File: src/rtl/iot_tty_device_pkg.sv
// Shared definitions for the console teletype device.
// Contents:
//   prn_state_e        printer FSM states
//   KSF/KCC/KRS/KRB    keyboard IOT pulse-bit patterns
//   TSF/TCF/TPC/TLS    printer IOT pulse-bit patterns
//   *_DEV_DEFAULT      default device codes
//   op_hit()           tests whether all bits of a pulse mask are set in an op field
package iot_tty_device_pkg;

   typedef enum logic [1:0] {
      PRN_IDLE = 2'd0,
      PRN_SEND = 2'd1,
      PRN_BUSY = 2'd2
   } prn_state_e;

   localparam logic [2:0] KSF = 3'b001;
   localparam logic [2:0] KCC = 3'b010;
   localparam logic [2:0] KRS = 3'b100;
   localparam logic [2:0] KRB = 3'b110;

   localparam logic [2:0] TSF = 3'b001;
   localparam logic [2:0] TCF = 3'b010;
   localparam logic [2:0] TPC = 3'b100;
   localparam logic [2:0] TLS = 3'b110;

   localparam logic [5:0] KBD_DEV_DEFAULT = 6'o03;
   localparam logic [5:0] PRN_DEV_DEFAULT = 6'o04;

   localparam int unsigned KBD_FIFO_DEPTH = 4;

   function automatic logic op_hit(input logic [2:0] op, input logic [2:0] mask);
      return (op & mask) == mask;
   endfunction

endpackage

File: src/rtl/iot_tty_device_if.sv
// IOT distributor bus between the CPU and a device.
// Signals:
//   iot_req      CPU -> dev  one-cycle strobe, IOT instruction present
//   iot_dev      CPU -> dev  device code (instruction bits [8:3])
//   iot_op       CPU -> dev  pulse bits (instruction bits [2:0])
//   iot_dataout  CPU -> dev  AC[7:0]
//   iot_ack      dev -> CPU  response valid, one cycle
//   iot_datain   dev -> CPU  data ORed into AC
//   iot_skip     dev -> CPU  skip next instruction
//   iot_clr_ac   dev -> CPU  clear AC before the OR
// Modports: master (CPU side), slave (device side).
interface iot_tty_device_if;

   logic       iot_req;
   logic [5:0] iot_dev;
   logic [2:0] iot_op;
   logic [7:0] iot_dataout;
   logic       iot_ack;
   logic [7:0] iot_datain;
   logic       iot_skip;
   logic       iot_clr_ac;

   modport master (
      output iot_req, iot_dev, iot_op, iot_dataout,
      input  iot_ack, iot_datain, iot_skip, iot_clr_ac
   );

   modport slave (
      input  iot_req, iot_dev, iot_op, iot_dataout,
      output iot_ack, iot_datain, iot_skip, iot_clr_ac
   );

endinterface

File: src/rtl/iot_tty_device_fifo.sv
// tty_fifo: small synchronous FIFO used as the keyboard buffer when TTY_KBD_FIFO_EN
// is defined. Synchronous active-high reset.
// Ports:
//   clk_i, rst_i   clock / reset
//   push_i         write wdata_i (ignored when full)
//   pop_i          drop head entry (ignored when empty)
//   wdata_i        write data
//   rdata_o        head entry, 0 when empty
//   full_o         no free entry
//   empty_o        no valid entry
module tty_fifo #(
   parameter int unsigned Depth = 4,
   parameter int unsigned Width = 8
) (
   input  logic             clk_i,
   input  logic             rst_i,
   input  logic             push_i,
   input  logic             pop_i,
   input  logic [Width-1:0] wdata_i,
   output logic [Width-1:0] rdata_o,
   output logic             full_o,
   output logic             empty_o
);

   localparam int unsigned PtrW = (Depth > 1) ? $clog2(Depth) : 1;
   localparam logic [PtrW:0] DepthCnt = (PtrW + 1)'(Depth);

   logic [Width-1:0] mem_q [Depth];
   logic [PtrW-1:0]  wptr_q, wptr_d, rptr_q, rptr_d;
   logic [PtrW:0]    cnt_q, cnt_d;
   logic             do_push, do_pop;

   function automatic logic [PtrW-1:0] ptr_inc(input logic [PtrW-1:0] p);
      return (p == PtrW'(Depth - 1)) ? '0 : p + PtrW'(1);
   endfunction

   assign full_o  = (cnt_q == DepthCnt);
   assign empty_o = (cnt_q == '0);
   assign do_push = push_i && !full_o;
   assign do_pop  = pop_i && !empty_o;
   assign rdata_o = empty_o ? '0 : mem_q[rptr_q];

   always_comb begin
      wptr_d = do_push ? ptr_inc(wptr_q) : wptr_q;
      rptr_d = do_pop ? ptr_inc(rptr_q) : rptr_q;
      cnt_d  = cnt_q;
      if (do_push && !do_pop) cnt_d = cnt_q + (PtrW + 1)'(1);
      if (!do_push && do_pop) cnt_d = cnt_q - (PtrW + 1)'(1);
   end

   always_ff @(posedge clk_i) begin
      if (rst_i) begin
         wptr_q <= '0;
         rptr_q <= '0;
         cnt_q  <= '0;
      end else begin
         wptr_q <= wptr_d;
         rptr_q <= rptr_d;
         cnt_q  <= cnt_d;
      end
   end

   always_ff @(posedge clk_i) begin
      if (do_push) mem_q[wptr_q] <= wdata_i;
   end

endmodule

File: src/rtl/iot_tty_device.sv
// iot_tty_device: PDP-8 console teletype on the IOT bus (keyboard + printer).
// Build option: TTY_KBD_FIFO_EN selects a 4-entry keyboard FIFO instead of a
// single-character buffer.
// Ports:
//   clock, reset    system clock, synchronous active-high reset
//   iot             IOT bus, slave side (registered 1-cycle response)
//   kbd_valid/data  host offers a keyboard character
//   kbd_ready       device can accept a keyboard character
//   prn_valid/data  device offers a printed character, held until prn_ready
//   prn_ready       host accepts the printed character
//   prn_overrun     sticky: print issued while printer was busy
module iot_tty_device
   import iot_tty_device_pkg::*;
#(
   parameter logic [5:0]  KBD_DEV   = KBD_DEV_DEFAULT,
   parameter logic [5:0]  PRN_DEV   = PRN_DEV_DEFAULT,
   parameter int unsigned PRN_DELAY = 16
) (
   input  logic                   clock,
   input  logic                   reset,
   iot_tty_device_if.slave        iot,
   input  logic                   kbd_valid,
   input  logic [7:0]             kbd_data,
   output logic                   kbd_ready,
   output logic                   prn_valid,
   output logic [7:0]             prn_data,
   input  logic                   prn_ready,
   output logic                   prn_overrun
);

   localparam int unsigned CntW = $clog2(PRN_DELAY + 1);

   logic       kbd_sel, prn_sel;
   logic       ksf, kcc, krs, tsf, tcf, tpc;
   logic       kbd_flag;
   logic [7:0] kbd_buf;

   assign kbd_sel = iot.iot_req && (iot.iot_dev == KBD_DEV);
   assign prn_sel = iot.iot_req && (iot.iot_dev == PRN_DEV);
   assign ksf     = kbd_sel && op_hit(iot.iot_op, KSF);
   assign kcc     = kbd_sel && op_hit(iot.iot_op, KCC);
   assign krs     = kbd_sel && op_hit(iot.iot_op, KRS);
   assign tsf     = prn_sel && op_hit(iot.iot_op, TSF);
   assign tcf     = prn_sel && op_hit(iot.iot_op, TCF);
   assign tpc     = prn_sel && op_hit(iot.iot_op, TPC);

   // ---------------- keyboard buffer ----------------
`ifdef TTY_KBD_FIFO_EN
   logic fifo_full, fifo_empty;

   // A pop on an empty FIFO is ignored, so KCC alongside the first push keeps the flag set.
   tty_fifo #(
      .Depth (KBD_FIFO_DEPTH),
      .Width (8)
   ) u_kbd_fifo (
      .clk_i   (clock),
      .rst_i   (reset),
      .push_i  (kbd_valid),
      .pop_i   (kcc),
      .wdata_i (kbd_data),
      .rdata_o (kbd_buf),
      .full_o  (fifo_full),
      .empty_o (fifo_empty)
   );

   assign kbd_ready = !fifo_full;
   assign kbd_flag  = !fifo_empty;
`else
   logic       kbd_flag_q, kbd_flag_d;
   logic [7:0] kbd_buf_q, kbd_buf_d;
   logic       kbd_hs;

   assign kbd_ready = !kbd_flag_q;
   assign kbd_hs    = kbd_valid && kbd_ready;

   // Load beats KCC in the same cycle.
   always_comb begin
      kbd_flag_d = kbd_flag_q;
      kbd_buf_d  = kbd_buf_q;
      if (kcc) kbd_flag_d = 1'b0;
      if (kbd_hs) begin
         kbd_flag_d = 1'b1;
         kbd_buf_d  = kbd_data;
      end
   end

   always_ff @(posedge clock) begin
      if (reset) begin
         kbd_flag_q <= 1'b0;
         kbd_buf_q  <= '0;
      end else begin
         kbd_flag_q <= kbd_flag_d;
         kbd_buf_q  <= kbd_buf_d;
      end
   end

   assign kbd_flag = kbd_flag_q;
   assign kbd_buf  = kbd_buf_q;
`endif

   // ---------------- printer ----------------
   prn_state_e      state_q, state_d;
   logic [CntW-1:0] cnt_q, cnt_d;
   logic [7:0]      prn_data_q, prn_data_d;
   logic            prn_flag_q, prn_flag_d;
   logic            overrun_q, overrun_d;
   // TPC is staged one cycle so the FSM acts alongside the registered ack.
   logic            tpc_pend_q;
   logic [7:0]      tpc_data_q;

   always_comb begin
      state_d    = state_q;
      cnt_d      = cnt_q;
      prn_data_d = prn_data_q;
      prn_flag_d = prn_flag_q;
      overrun_d  = overrun_q;
      if (tcf) prn_flag_d = 1'b0;
      if (tpc_pend_q && (state_q != PRN_IDLE)) overrun_d = 1'b1;
      unique case (state_q)
         PRN_IDLE: begin
            if (tpc_pend_q) begin
               state_d    = PRN_SEND;
               prn_data_d = tpc_data_q;
            end
         end
         PRN_SEND: begin
            if (prn_ready) begin
               state_d = PRN_BUSY;
               cnt_d   = CntW'(PRN_DELAY);
            end
         end
         PRN_BUSY: begin
            cnt_d = cnt_q - CntW'(1);
            // Counter reaches 0 here; flag set overrides a same-cycle TCF.
            if (cnt_q == CntW'(1)) begin
               state_d    = PRN_IDLE;
               prn_flag_d = 1'b1;
            end
         end
         default: state_d = PRN_IDLE;
      endcase
   end

   // ---------------- IOT response ----------------
   logic       ack_q, skip_q, clr_ac_q;
   logic       ack_d, skip_d, clr_ac_d;
   logic [7:0] datain_q, datain_d;

   // Skip sees flags before any clear carried by the same instruction.
   always_comb begin
      ack_d    = kbd_sel || prn_sel;
      skip_d   = (ksf && kbd_flag) || (tsf && prn_flag_q);
      clr_ac_d = kcc;
      datain_d = krs ? kbd_buf : '0;
   end

   always_ff @(posedge clock) begin
      if (reset) begin
         state_q    <= PRN_IDLE;
         cnt_q      <= '0;
         prn_data_q <= '0;
         prn_flag_q <= 1'b0;
         overrun_q  <= 1'b0;
         tpc_pend_q <= 1'b0;
         tpc_data_q <= '0;
         ack_q      <= 1'b0;
         skip_q     <= 1'b0;
         clr_ac_q   <= 1'b0;
         datain_q   <= '0;
      end else begin
         state_q    <= state_d;
         cnt_q      <= cnt_d;
         prn_data_q <= prn_data_d;
         prn_flag_q <= prn_flag_d;
         overrun_q  <= overrun_d;
         tpc_pend_q <= tpc;
         tpc_data_q <= iot.iot_dataout;
         ack_q      <= ack_d;
         skip_q     <= skip_d;
         clr_ac_q   <= clr_ac_d;
         datain_q   <= datain_d;
      end
   end

   assign prn_valid      = (state_q == PRN_SEND);
   assign prn_data       = prn_data_q;
   assign prn_overrun    = overrun_q;
   assign iot.iot_ack    = ack_q;
   assign iot.iot_skip   = skip_q;
   assign iot.iot_clr_ac = clr_ac_q;
   assign iot.iot_datain = datain_q;

endmodule

File: src/flat_wrapper.sv
// flat-port wrapper written by rule: the top's interface ports become plain ports
module iot_tty_device_flat import iot_tty_device_pkg::*;
#(
   parameter logic [5:0]  KBD_DEV   = KBD_DEV_DEFAULT,
   parameter logic [5:0]  PRN_DEV   = PRN_DEV_DEFAULT,
   parameter int unsigned PRN_DELAY = 16
)
  (clock, reset, kbd_valid, kbd_data, kbd_ready, prn_valid, prn_data, prn_ready, prn_overrun, iot_iot_req, iot_iot_dev, iot_iot_op, iot_iot_dataout, iot_iot_ack, iot_iot_datain, iot_iot_skip, iot_iot_clr_ac);
  iot_tty_device_if iot_i ();
  input  logic clock;
  input  logic reset;
  input  logic kbd_valid;
  input  logic [7:0] kbd_data;
  output logic kbd_ready;
  output logic prn_valid;
  output logic [7:0] prn_data;
  input  logic prn_ready;
  output logic prn_overrun;
  input wire logic [$bits(iot_i.iot_req)-1:0] iot_iot_req;
  input wire logic [$bits(iot_i.iot_dev)-1:0] iot_iot_dev;
  input wire logic [$bits(iot_i.iot_op)-1:0] iot_iot_op;
  input wire logic [$bits(iot_i.iot_dataout)-1:0] iot_iot_dataout;
  output wire logic [$bits(iot_i.iot_ack)-1:0] iot_iot_ack;
  output wire logic [$bits(iot_i.iot_datain)-1:0] iot_iot_datain;
  output wire logic [$bits(iot_i.iot_skip)-1:0] iot_iot_skip;
  output wire logic [$bits(iot_i.iot_clr_ac)-1:0] iot_iot_clr_ac;
  assign iot_i.iot_req = iot_iot_req;
  assign iot_i.iot_dev = iot_iot_dev;
  assign iot_i.iot_op = iot_iot_op;
  assign iot_i.iot_dataout = iot_iot_dataout;
  assign iot_iot_ack = iot_i.iot_ack;
  assign iot_iot_datain = iot_i.iot_datain;
  assign iot_iot_skip = iot_i.iot_skip;
  assign iot_iot_clr_ac = iot_i.iot_clr_ac;
  iot_tty_device #(.KBD_DEV(KBD_DEV), .PRN_DEV(PRN_DEV), .PRN_DELAY(PRN_DELAY)) u_core (.clock(clock), .reset(reset), .iot(iot_i), .kbd_valid(kbd_valid), .kbd_data(kbd_data), .kbd_ready(kbd_ready), .prn_valid(prn_valid), .prn_data(prn_data), .prn_ready(prn_ready), .prn_overrun(prn_overrun));
endmodule
File: config.mk
export PLATFORM = sky130hd
export DESIGN_NAME = iot_tty_device_flat
export DESIGN_NICKNAME = d
export VERILOG_FILES = /design/src/rtl/iot_tty_device_pkg.sv /design/src/rtl/iot_tty_device_if.sv /design/src/rtl/iot_tty_device_fifo.sv /design/src/rtl/iot_tty_device.sv /design/src/flat_wrapper.sv
export SDC_FILE = /design/constraint.sdc
export NUM_CORES = 1
export LEC_CHECK = 0
export ABC_AREA = 1
export CORE_MARGIN = 5
export CORE_UTILIZATION = 40
export CTS_CLUSTER_SIZE = 25
export DETAILED_ROUTE_END_ITERATION = 12
export DONT_BUFFER_PORTS = 1
export HOLD_SLACK_MARGIN = 0.12
export MAX_ROUTING_LAYER = met4
export PLACE_DENSITY = 0.52
export SKIP_CTS_REPAIR_TIMING = 1
export SLEW_MARGIN = 10
export SYNTH_ARGS = -nofsm -noshare
export SYNTH_HDL_FRONTEND = slang
export SYNTH_SLANG_ARGS = --single-unit
File: constraint.sdc
create_clock -name clock -period 1.35 [get_ports clock]
set_input_delay 0.0675 -clock clock [delete_from_list [all_inputs] [get_ports clock]]
set_output_delay 0.0675 -clock clock [all_outputs]
set_load 0.05 [all_outputs]
==> results of run 1 <==
cell families after synthesis:
group                      after synthesis
adders and majority gates                2
buffers and inverters                   43
and+or+nand+nor                         75
DFF                                     46
AOI/OAI and AO/OA                       40
power breakdown:
part	switching [mW]	internal [mW]	total, mW
combinational	0.0885	0.0844	0.173
sequential	0.0114	1.39	1.40
clock	0.454	0.421	0.875
total	0.553	1.90	2.45
layout by cell type, fill, tap and decap left out, types with 2 or more instances in the layout:
cell	instances
clkbuf_8	6
nand2_2	2
a21oi_1	17
ha_1	2
o21ai_0	19
nor2_1	39
inv_1	34
a21oi_2	2
buf_4	13
dlygate4sd3_1	32
nand2_1	21
nor2_2	3
dfxtp_1	46
nand3_1	5
inv_2	4
nand4_2	2
metal layers:
layer  part of all wire  GRT usage
met1               0.42     0.1494
met2               0.49     0.2429
met3              0.072    0.05607
met4             0.0093    0.04545
met5                  0          -
how the worst max path moves through the flow:
stage / endpoint / start / slack [ns] / depth (start not counted)
5_1_grt: prn_valid / u_core.state_q[0] / 0.02 / 3
3_5_place_dp: u_core.prn_data[1] / u_core.state_q[0] / 0.1 / 4
6_report: prn_valid / u_core.state_q[0] / 0.12 / 3
3_3_place_gp: u_core.prn_data[7] / u_core.state_q[0] / 0.13 / 4
2_1_floorplan: u_core.kbd_buf[7] / u_core.kbd_flag / 0.05 / 5
4_1_cts: u_core.prn_data[1] / u_core.state_q[0] / 0.09 / 4
area by class of cell:
cell class,instances,share of cell area
Sequential cell,46,0.4149
Inverter,38,0.06426
Tap cell,50,0.02818
Timing Repair Buffer,45,0.1883
Clock buffer,6,0.03720
Clock inverter,2,0.007328
Multi-Input combinational cell,117,0.2599
worst max-delay path: stages, from the launching register on:
cell and delay, ns:
dfxtp_1 0.48, nand2_2 0.11, inv_1 0.08, buf_4 0.20
metrics by stage:
stage	power [mW]	setup WS, ns	hold slack, ns	instance area (um2)
floorplan	1.526	0.05492	0.1745	1670
global placement	1.529	0.1268	0.1332	1785
detailed placement	1.536	0.09512	0.1358	1785
CTS	2.411	0.09098	-0.1874	1884
global route	2.585	0.02187	0.1252	2220
finish	2.451	0.1247	0.1073	2220
registers in the layout, summed over array words and instances (netlist names):
signal                 count
u_core.cnt_q               5
u_core.tpc_pend_q          1
u_core.prn_flag_q          1
u_core.kbd_flag            1
u_core.state_q             2
u_core.iot.iot_skip        1
u_core.iot.iot_clr_ac      1
u_core.iot.iot_datain      8
u_core.tpc_data_q          8
u_core.iot.iot_ack         1
u_core.kbd_buf             8
u_core.prn_overrun         1
u_core.prn_data            8
==> impl_metrics.py, run 1 <==
metrics = {
    "layout": {
        "layoutNonFillerInstCount": 304,
        "multi_input_area_um2": 576.8,
        "num_antenna_cells": 0,
        "seq_area_um2": 920.9,
        "final_layout_size_suffix_gt1_frac": 0.1457,
        "fill_cells": 384,
        "fin_util": 0.5509,
        "syn_to_final_growth_pct": 32.88,
        "layout.nets": 285,
    },
    "sta": {
        "finalCritPeriodShare": 0.9076,
        "fin_crit_ns": 1.225,
        "hold_viol": 0,
        "max_slew.worst_pin.slew_ns": 0.4998,
        "setup-tns-final_ns": 0,
        "fmax_mhz": 816.2,
        "setup-violations-final": 0,
        "fin_skew_ns": 0.006308,
        "finalMaxSlewViolations": 0,
        "maxSlewHeadroom": 0.6663,
        "rsz0062_at_grt": "no",
    },
    "die": {
        "core-area_um2": 4029,
        "io_pins": 52,
        "initial_utilization": 0.4146,
        "dieHeight_um": 74.62,
        "rows": 23,
        "dieArea_um2": 5568,
        "fp.dieW_um": 74.62,
    },
    "setup_path": {
        "cp-end-kind": "primary output",
        "r2r_end": "u_core.iot.iot_skip",
        "crit_type": "register to primary output",
        "crit_required_ns": 1.28,
        "crit_fanout": 4,
        "rr_startpoint": "u_core.kbd_flag",
        "start_kind": "register",
        "worst-r2r-setup-slack_ns": 0.16,
        "cp.arrival_ns": 1.16,
        "r2r_cells": 3,
    },
    "clock_tree": {
        "htreeDepth": 2,
        "clkLatencyLatePin_ns": 0.29,
        "clock_sinks": 46,
        "clkTransAtPathRegs_ns": 0.08,
        "cts.path.max_buffers": 2,
        "root_buffer": "clkbuf_8",
        "cts_buffers": 5,
        "cts_tree": "yes",
    },
    "logic_synthesis": {
        "yosysWarnings": 0,
        "syn_area_um2": 1670,
        "synthSimpleGateAreaFrac": 0.2037,
        "synth_compound_area_frac": 0.1266,
        "synth_fa_ha_area_frac": 0.01498,
        "synth-async-reset-ratio": 0,
        "synthXorXnorAreaFrac": 0,
        "yosysTopAreaCell": "dfxtp_1",
        "yosysMostFrequentCell": "dfxtp_1",
        "post_synth_inst_count": 206,
        "synth_top_area_frac": 0.5513,
        "synth-seq-area-share": 0.5513,
        "synth_commonest_cells": "dfxtp_1, nor2_1, inv_1, nand2_1, o21ai_0",
        "syn_avg_cell_area_um2": 8.109,
        "synth-edff-count": 0,
        "muxShareOfSynthArea": 0,
        "ys_top_cells_by_area": "dfxtp_1, nor2_1, inv_1",
        "synth_cell_type_count": 22,
        "ys.flop_type": "dfxtp_1",
        "ys_ff_latch": 46,
        "synth_nets": 238,
        "synth_top_family_by_area": "simple AND/OR/NAND/NOR gates",
    },
    "drt": {
        "totalWireLength_um": 3874,
        "viasPerCell": 4.609,
        "num_vias": 1401,
        "drc": 0,
        "drt_iter0_markers": 68,
        "drtPass1Iterations": 4,
        "post_drt_wl_per_cell_um": 12.74,
        "drtAntennaViolNets": 0,
    },
    "pwr": {
        "vdd_drop_max_mv": 0.6576,
        "power.leakage_nw": 0.9787,
        "powerDensity_nw_per_um2": 1104,
    },
    "flow_run": {
        "drv_cap": 0,
    },
    "worst_hold_path": {
        "hp-class": "input pin to register",
        "hold_path_depth": 4,
        "min_delay_worst_endpoint": "u_core.prn_flag_q",
        "worstHoldStart": "iot_iot_dev[4]",
    },
    "global_route": {
        "grt_start_max_net_pins": 24,
        "grt_pass1_wl_um": 5885,
        "grt_usage": 0.1418,
        "grt_overflow_total": 0,
        "antenna_found_initial": 0,
        "grt_pass1_vias": 1351,
    },
    "placed_design": {
        "place_hpwl_um": 2526,
        "dp.cells": 262,
        "port_buffers": 0,
        "gp_congestion": 0.7815,
    },
    "run_status": {
        "status": "finished, final reports clean",
    },
}
Power figures use the tool's default switching activity.
==> run 2: changes to the inputs <==
==> constraint.sdc (replaced) <==
create_clock -name clock -period 1.2 [get_ports clock]
set_input_delay 0.06 -clock clock [delete_from_list [all_inputs] [get_ports clock]]
set_output_delay 0.06 -clock clock [all_outputs]
set_load 0.05 [all_outputs]
==> run 2 against run 1 <==
Core utilization is 0.96 points lower. Non-clock buffer count is 7 lower. Critical path type is now input pin to register. Sequential cell count stayed put. Critical endpoint is now u_core.tpc_pend_q. Highest routed layer unchanged. Clock-buffer cell count is 1 lower.
==> impl_metrics.py, run 2 (synthesis results as in run 1) <==
metrics = {
    "run_status": {
        "status": "finished, final reports clean",
    },
    "die": {
        "core-area_um2": 4029,
        "io_pins": 52,
        "fp.dieW_um": 74.62,
        "rows": 23,
        "dieHeight_um": 74.62,
        "initial_utilization": 0.4146,
        "dieArea_um2": 5568,
    },
    "setup_path": {
        "crit_fanout": 2,
        "path_cells": "dlygate4sd3_1 -> nand2_1 -> nor2_1 -> dlygate4sd3_1",
        "cp.arrival_ns": 1.38,
        "cp-end-kind": "register",
        "r2r_cells": 5,
        "path_common_cell": "dlygate4sd3_1",
        "crit_type": "input pin to register",
        "r2r_end": "u_core.cnt_q[3]",
        "start_kind": "input pin",
        "rr_startpoint": "u_core.state_q[1]",
        "crit_required_ns": 1.44,
        "worst-r2r-setup-slack_ns": 0.09,
        "slowest_delay_ns": 0.57,
        "slowest_stage": "dlygate4sd3_1",
    },
    "layout": {
        "final_area_um2": 2181,
        "syn_to_final_growth_pct": 30.56,
        "fill_cells": 390,
        "multi_input_area_um2": 584.3,
        "final_common_cell": "dfxtp_1",
        "fin_util": 0.5413,
        "final_layout_size_suffix_gt1_frac": 0.1619,
        "num_antenna_cells": 0,
        "seq_area_um2": 923.4,
        "layout.nets": 278,
        "final_cell_mix": "dfxtp_1, nor2_1, inv_1, dlygate4sd3_1, nand2_1",
    },
    "placed_design": {
        "gp_congestion": 0.7541,
        "port_buffers": 0,
        "place_area_um2": 1804,
        "dp_slack_ns": 0.06670,
        "place_hpwl_um": 2443,
    },
    "sta": {
        "max_slew.worst_pin.slew_ns": 0.4942,
        "maxSlewHeadroom": 0.6701,
        "fin_skew_ns": 0.007430,
        "fmax_mhz": 877.5,
        "fin_crit_ns": 1.140,
        "hold_viol": 0,
        "setup-tns-final_ns": 0,
        "finalCritPeriodShare": 0.9496,
        "fin_ws_ns": 0.06043,
        "finalMaxSlewViolations": 0,
        "setup-violations-final": 0,
    },
    "drt": {
        "post_drt_wl_per_cell_um": 12.29,
        "drtAntennaViolNets": 0,
        "drtPass1Iterations": 4,
        "totalWireLength_um": 3650,
        "num_vias": 1385,
        "viasPerCell": 4.663,
        "drc": 0,
        "drt_iter0_markers": 43,
    },
    "global_route": {
        "antenna_found_initial": 0,
        "grt_usage": 0.1337,
        "grt_start_max_net_pins": 24,
        "grt_overflow_total": 0,
        "grt_pass1_vias": 1236,
        "grt_pass1_wl_um": 5464,
    },
    "worst_hold_path": {
        "worstHoldStart": "iot_iot_dev[4]",
        "hold_path_depth": 3,
        "hp-class": "input pin to register",
        "min_delay_worst_endpoint": "u_core.iot.iot_skip",
    },
    "clock_tree": {
        "cts_buffers": 5,
        "clkTransAtPathRegs_ns": 0.08,
        "root_buffer": "clkbuf_8",
        "cts.path.max_buffers": 2,
        "cts_tree": "yes",
        "clock_sinks": 46,
        "clkLatencyLatePin_ns": 0.30,
        "htreeDepth": 2,
    },
    "pwr": {
        "vdd_drop_max_mv": 0.9169,
        "power.leakage_nw": 0.9479,
        "powerDensity_nw_per_um2": 1330,
    },
    "flow_run": {
        "drv_cap": 0,
    },
}
run 2: changes by cell type in the layout (fill, tap and decap cells not counted), sizes merged:
cell         delta
buf             -1
dlygate4sd3     -6
clkbuf          -1
clkinvlp        +2
bufinv          +1
inv             -2
run 2: worst max path at each step:
stage                           start                 to  slack [ns]  depth (start not counted)
detailed placement  u_core.state_q[1]    u_core.cnt_q[3]        0.07                          5
global placement    u_core.state_q[1]    u_core.cnt_q[3]        0.12                          5
CTS                 u_core.state_q[0]          prn_valid       -0.01                          3
floorplan             u_core.kbd_flag  u_core.kbd_buf[7]        0.01                          5
finish                  iot_iot_op[2]  u_core.tpc_pend_q        0.06                          4
global route          u_core.cnt_q[0]    u_core.cnt_q[1]      -0.009                          5
run 2: worst max-delay path, delay by kind of cell:
kind,cells,cell delay [ns]
and+or+nand+nor,2,0.19
buffers and inverters,2,1.13
run 2: cell type report:
| class | count | area share |
|---|---|---|
| sequential | 46 | 0.4234 |
| multi-input combinational | 117 | 0.2679 |
| timing repair buffer | 38 | 0.1606 |
| inverter | 38 | 0.06713 |
| clock buffer | 5 | 0.03155 |
| tap | 50 | 0.02869 |
| clock inverter | 3 | 0.02065 |
run 2: metal layers:
layer,track usage,part of all wire,up-vias
met5,-,0,-
met4,0.04743,0.016,0
met3,0.04272,0.059,6
met2,0.2273,0.50,36
met1,0.1469,0.43,630
li1,-,-,713
run 2: where the power goes:
| group | internal [mW] | leakage (nW) | switching (mW) | total, mW |
|---|---|---|---|---|
| clock network | 0.619 | 0.0504 | 0.517 | 1.14 |
| registers | 1.57 | 0.376 | 0.0147 | 1.58 |
| logic | 0.0862 | 0.522 | 0.0972 | 0.183 |
run 2: metrics by stage:
stage / std cells / hold WS, ns / power (mW)
detailed placement: 263 / 0.1280 / 1.735
floorplan: 206 / 0.1670 / 1.722
global route: 297 / -0.001332 / 3.035
finish: 297 / 0.01006 / 2.900
CTS: 271 / -0.1944 / 2.875
global placement: 263 / 0.1264 / 1.728
==> run 3: changes to the inputs <==
--- a/config.mk
+++ b/config.mk
@@ -7,13 +7,14 @@
 export LEC_CHECK = 0
 export ABC_AREA = 1
 export CORE_MARGIN = 5
-export CORE_UTILIZATION = 40
+export CORE_UTILIZATION = 25
+export CTS_BUF_LIST = sky130_fd_sc_hd__clkbuf_2 sky130_fd_sc_hd__clkbuf_4 sky130_fd_sc_hd__clkbuf_8
 export CTS_CLUSTER_SIZE = 25
 export DETAILED_ROUTE_END_ITERATION = 12
 export DONT_BUFFER_PORTS = 1
 export HOLD_SLACK_MARGIN = 0.12
 export MAX_ROUTING_LAYER = met4
-export PLACE_DENSITY = 0.52
+export PLACE_DENSITY = 0.36
 export SKIP_CTS_REPAIR_TIMING = 1
 export SLEW_MARGIN = 10
 export SYNTH_ARGS = -nofsm -noshare
==> constraint.sdc (replaced) <==
create_clock -name clock -period 1.2 [get_ports clock]
set_input_delay 0.06 -clock clock [delete_from_list [all_inputs] [get_ports clock]]
set_output_delay 0.06 -clock clock [all_outputs]
set_load 0.02 [all_outputs]
==> run 3 against run 2 <==
Clock skew decreased by 0.00056 ns. Total power increased by 1.8%. Fmax about the same. Sequential power about the same. Clock-buffer cell count increased by 1. Largest power group unchanged. Critical path type unchanged.
==> impl_metrics.py, run 3 (synthesis results as in run 1) <==
metrics = {
    "drt": {
        "num_vias": 1317,
        "viasPerCell": 4.077,
        "drc": 0,
        "totalWireLength_um": 3983,
        "drtPass1Iterations": 4,
        "post_drt_wl_per_cell_um": 12.33,
        "drt_iter0_markers": 25,
        "drtAntennaViolNets": 0,
    },
    "placed_design": {
        "place_hpwl_um": 2566,
        "port_buffers": 0,
        "gp_congestion": 0.7596,
    },
    "setup_path": {
        "r2r_cells": 6,
        "path_cells": "dlygate4sd3_1 -> nand2_1 -> dlygate4sd3_1 -> nor2_1",
        "crit_type": "input pin to register",
        "start_kind": "input pin",
        "slowest_delay_ns": 0.58,
        "slowest_stage": "dlygate4sd3_1",
        "crit_fanout": 2,
        "cp.arrival_ns": 1.37,
        "r2r_end": "u_core.cnt_q[4]",
        "cp-end-kind": "register",
        "worst-r2r-setup-slack_ns": 0.11,
        "path_common_cell": "dlygate4sd3_1",
        "rr_startpoint": "u_core.cnt_q[0]",
        "crit_required_ns": 1.43,
    },
    "sta": {
        "maxSlewHeadroom": 0.7239,
        "hold_viol": 0,
        "max_slew.worst_pin.slew_ns": 0.4128,
        "rsz0062_at_grt": "no",
        "fmax_mhz": 878.3,
        "finalCritPeriodShare": 0.9488,
        "setup-violations-final": 0,
        "finalMaxSlewViolations": 0,
        "fin_skew_ns": 0.006873,
        "fin_crit_ns": 1.139,
        "setup-tns-final_ns": 0,
    },
    "global_route": {
        "grt_start_max_net_pins": 18,
        "grt_pass1_vias": 1206,
        "antenna_found_initial": 0,
        "grt_overflow_total": 0,
        "grt_usage": 0.09322,
        "grt_pass1_wl_um": 5989,
    },
    "clock_tree": {
        "clock_sinks": 46,
        "cts_buffers": 5,
        "clkLatencyLatePin_ns": 0.30,
        "cts_tree": "yes",
        "cts.path.max_buffers": 2,
        "htreeDepth": 2,
        "root_buffer": "clkbuf_8",
        "clkTransAtPathRegs_ns": 0.09,
    },
    "layout": {
        "final_cell_mix": "dfxtp_1, nor2_1, inv_1, dlygate4sd3_1, nand2_1",
        "seq_area_um2": 923.4,
        "syn_to_final_growth_pct": 33.11,
        "layout.nets": 277,
        "fill_cells": 682,
        "final_layout_size_suffix_gt1_frac": 0.1341,
        "final_common_cell": "dfxtp_1",
        "num_antenna_cells": 0,
        "multi_input_area_um2": 579.3,
    },
    "die": {
        "core-area_um2": 6422,
        "fp.dieW_um": 91.74,
        "initial_utilization": 0.2601,
        "dieArea_um2": 8416,
        "io_pins": 52,
        "rows": 29,
        "dieHeight_um": 91.74,
    },
    "worst_hold_path": {
        "worstHoldStart": "iot_iot_dev[0]",
        "hp-class": "input pin to register",
        "hold_path_depth": 4,
        "min_delay_worst_endpoint": "u_core.iot.iot_skip",
    },
    "pwr": {
        "power_mw": 2.953,
        "vdd_drop_max_mv": 0.4667,
        "power.leakage_nw": 0.9416,
        "powerDensity_nw_per_um2": 1328,
    },
    "run_status": {
        "status": "finished, final reports clean",
    },
    "flow_run": {
        "drv_cap": 0,
    },
}
## run 3: power breakdown
part / total, mW / internal [mW] / switching [mW]
Sequential: 1.58 / 1.57 / 0.0124
Clock: 1.18 / 0.645 / 0.534
Combinational: 0.197 / 0.104 / 0.0926
## run 3: worst max-delay path by stage
| stage | start | endpoint | depth (start not counted) | slack [ns] |
|---|---|---|---|---|
| 6_report | iot_iot_op[2] | u_core.tpc_pend_q | 4 | 0.06 |
| 5_1_grt | u_core.state_q[1] | u_core.cnt_q[3] | 5 | 0.02 |
| 4_1_cts | u_core.state_q[0] | prn_valid | 3 | 0.03 |
| 3_5_place_dp | u_core.state_q[1] | u_core.cnt_q[3] | 5 | 0.07 |
| 3_3_place_gp | u_core.cnt_q[2] | u_core.prn_flag_q | 5 | 0.07 |
| 2_1_floorplan | u_core.kbd_flag | u_core.kbd_buf[7] | 5 | 0.15 |
## run 3: final cells by class
| class | count | area share |
|---|---|---|
| Sequential cell | 46 | 0.4153 |
| Multi-Input combinational cell | 117 | 0.2606 |
| Timing Repair Buffer | 37 | 0.1654 |
| Inverter | 38 | 0.06415 |
| Tap cell | 77 | 0.04333 |
| Clock buffer | 6 | 0.03433 |
| Clock inverter | 2 | 0.01688 |
## run 3: metal layers
layer  track usage  share of wire
met5             -              0
met4       0.03713          0.011
met3       0.03928          0.069
met2        0.1369           0.43
met1        0.1129           0.49
## run 3: worst max-delay path, delay by kind of cell
family	cells	cell delay [ns]
buf+inv	2	1.13
simple gates	2	0.18
## run 3: stage by stage
step / area [um2] / setup WS [ns] / util / cells / hold slack, ns
6_report: 2223 / 0.06142 / 0.3462 / 323 / 0.06667
3_5_place_dp: 1794 / 0.07468 / 0.2794 / 284 / 0.1337
4_1_cts: 1908 / 0.02901 / 0.2971 / 292 / -0.1992
5_1_grt: 2223 / 0.02127 / 0.3462 / 323 / 0.1262
2_1_floorplan: 1670 / 0.1483 / - / 206 / 0.1670
3_3_place_gp: 1794 / 0.06622 / 0.2794 / 284 / 0.1342
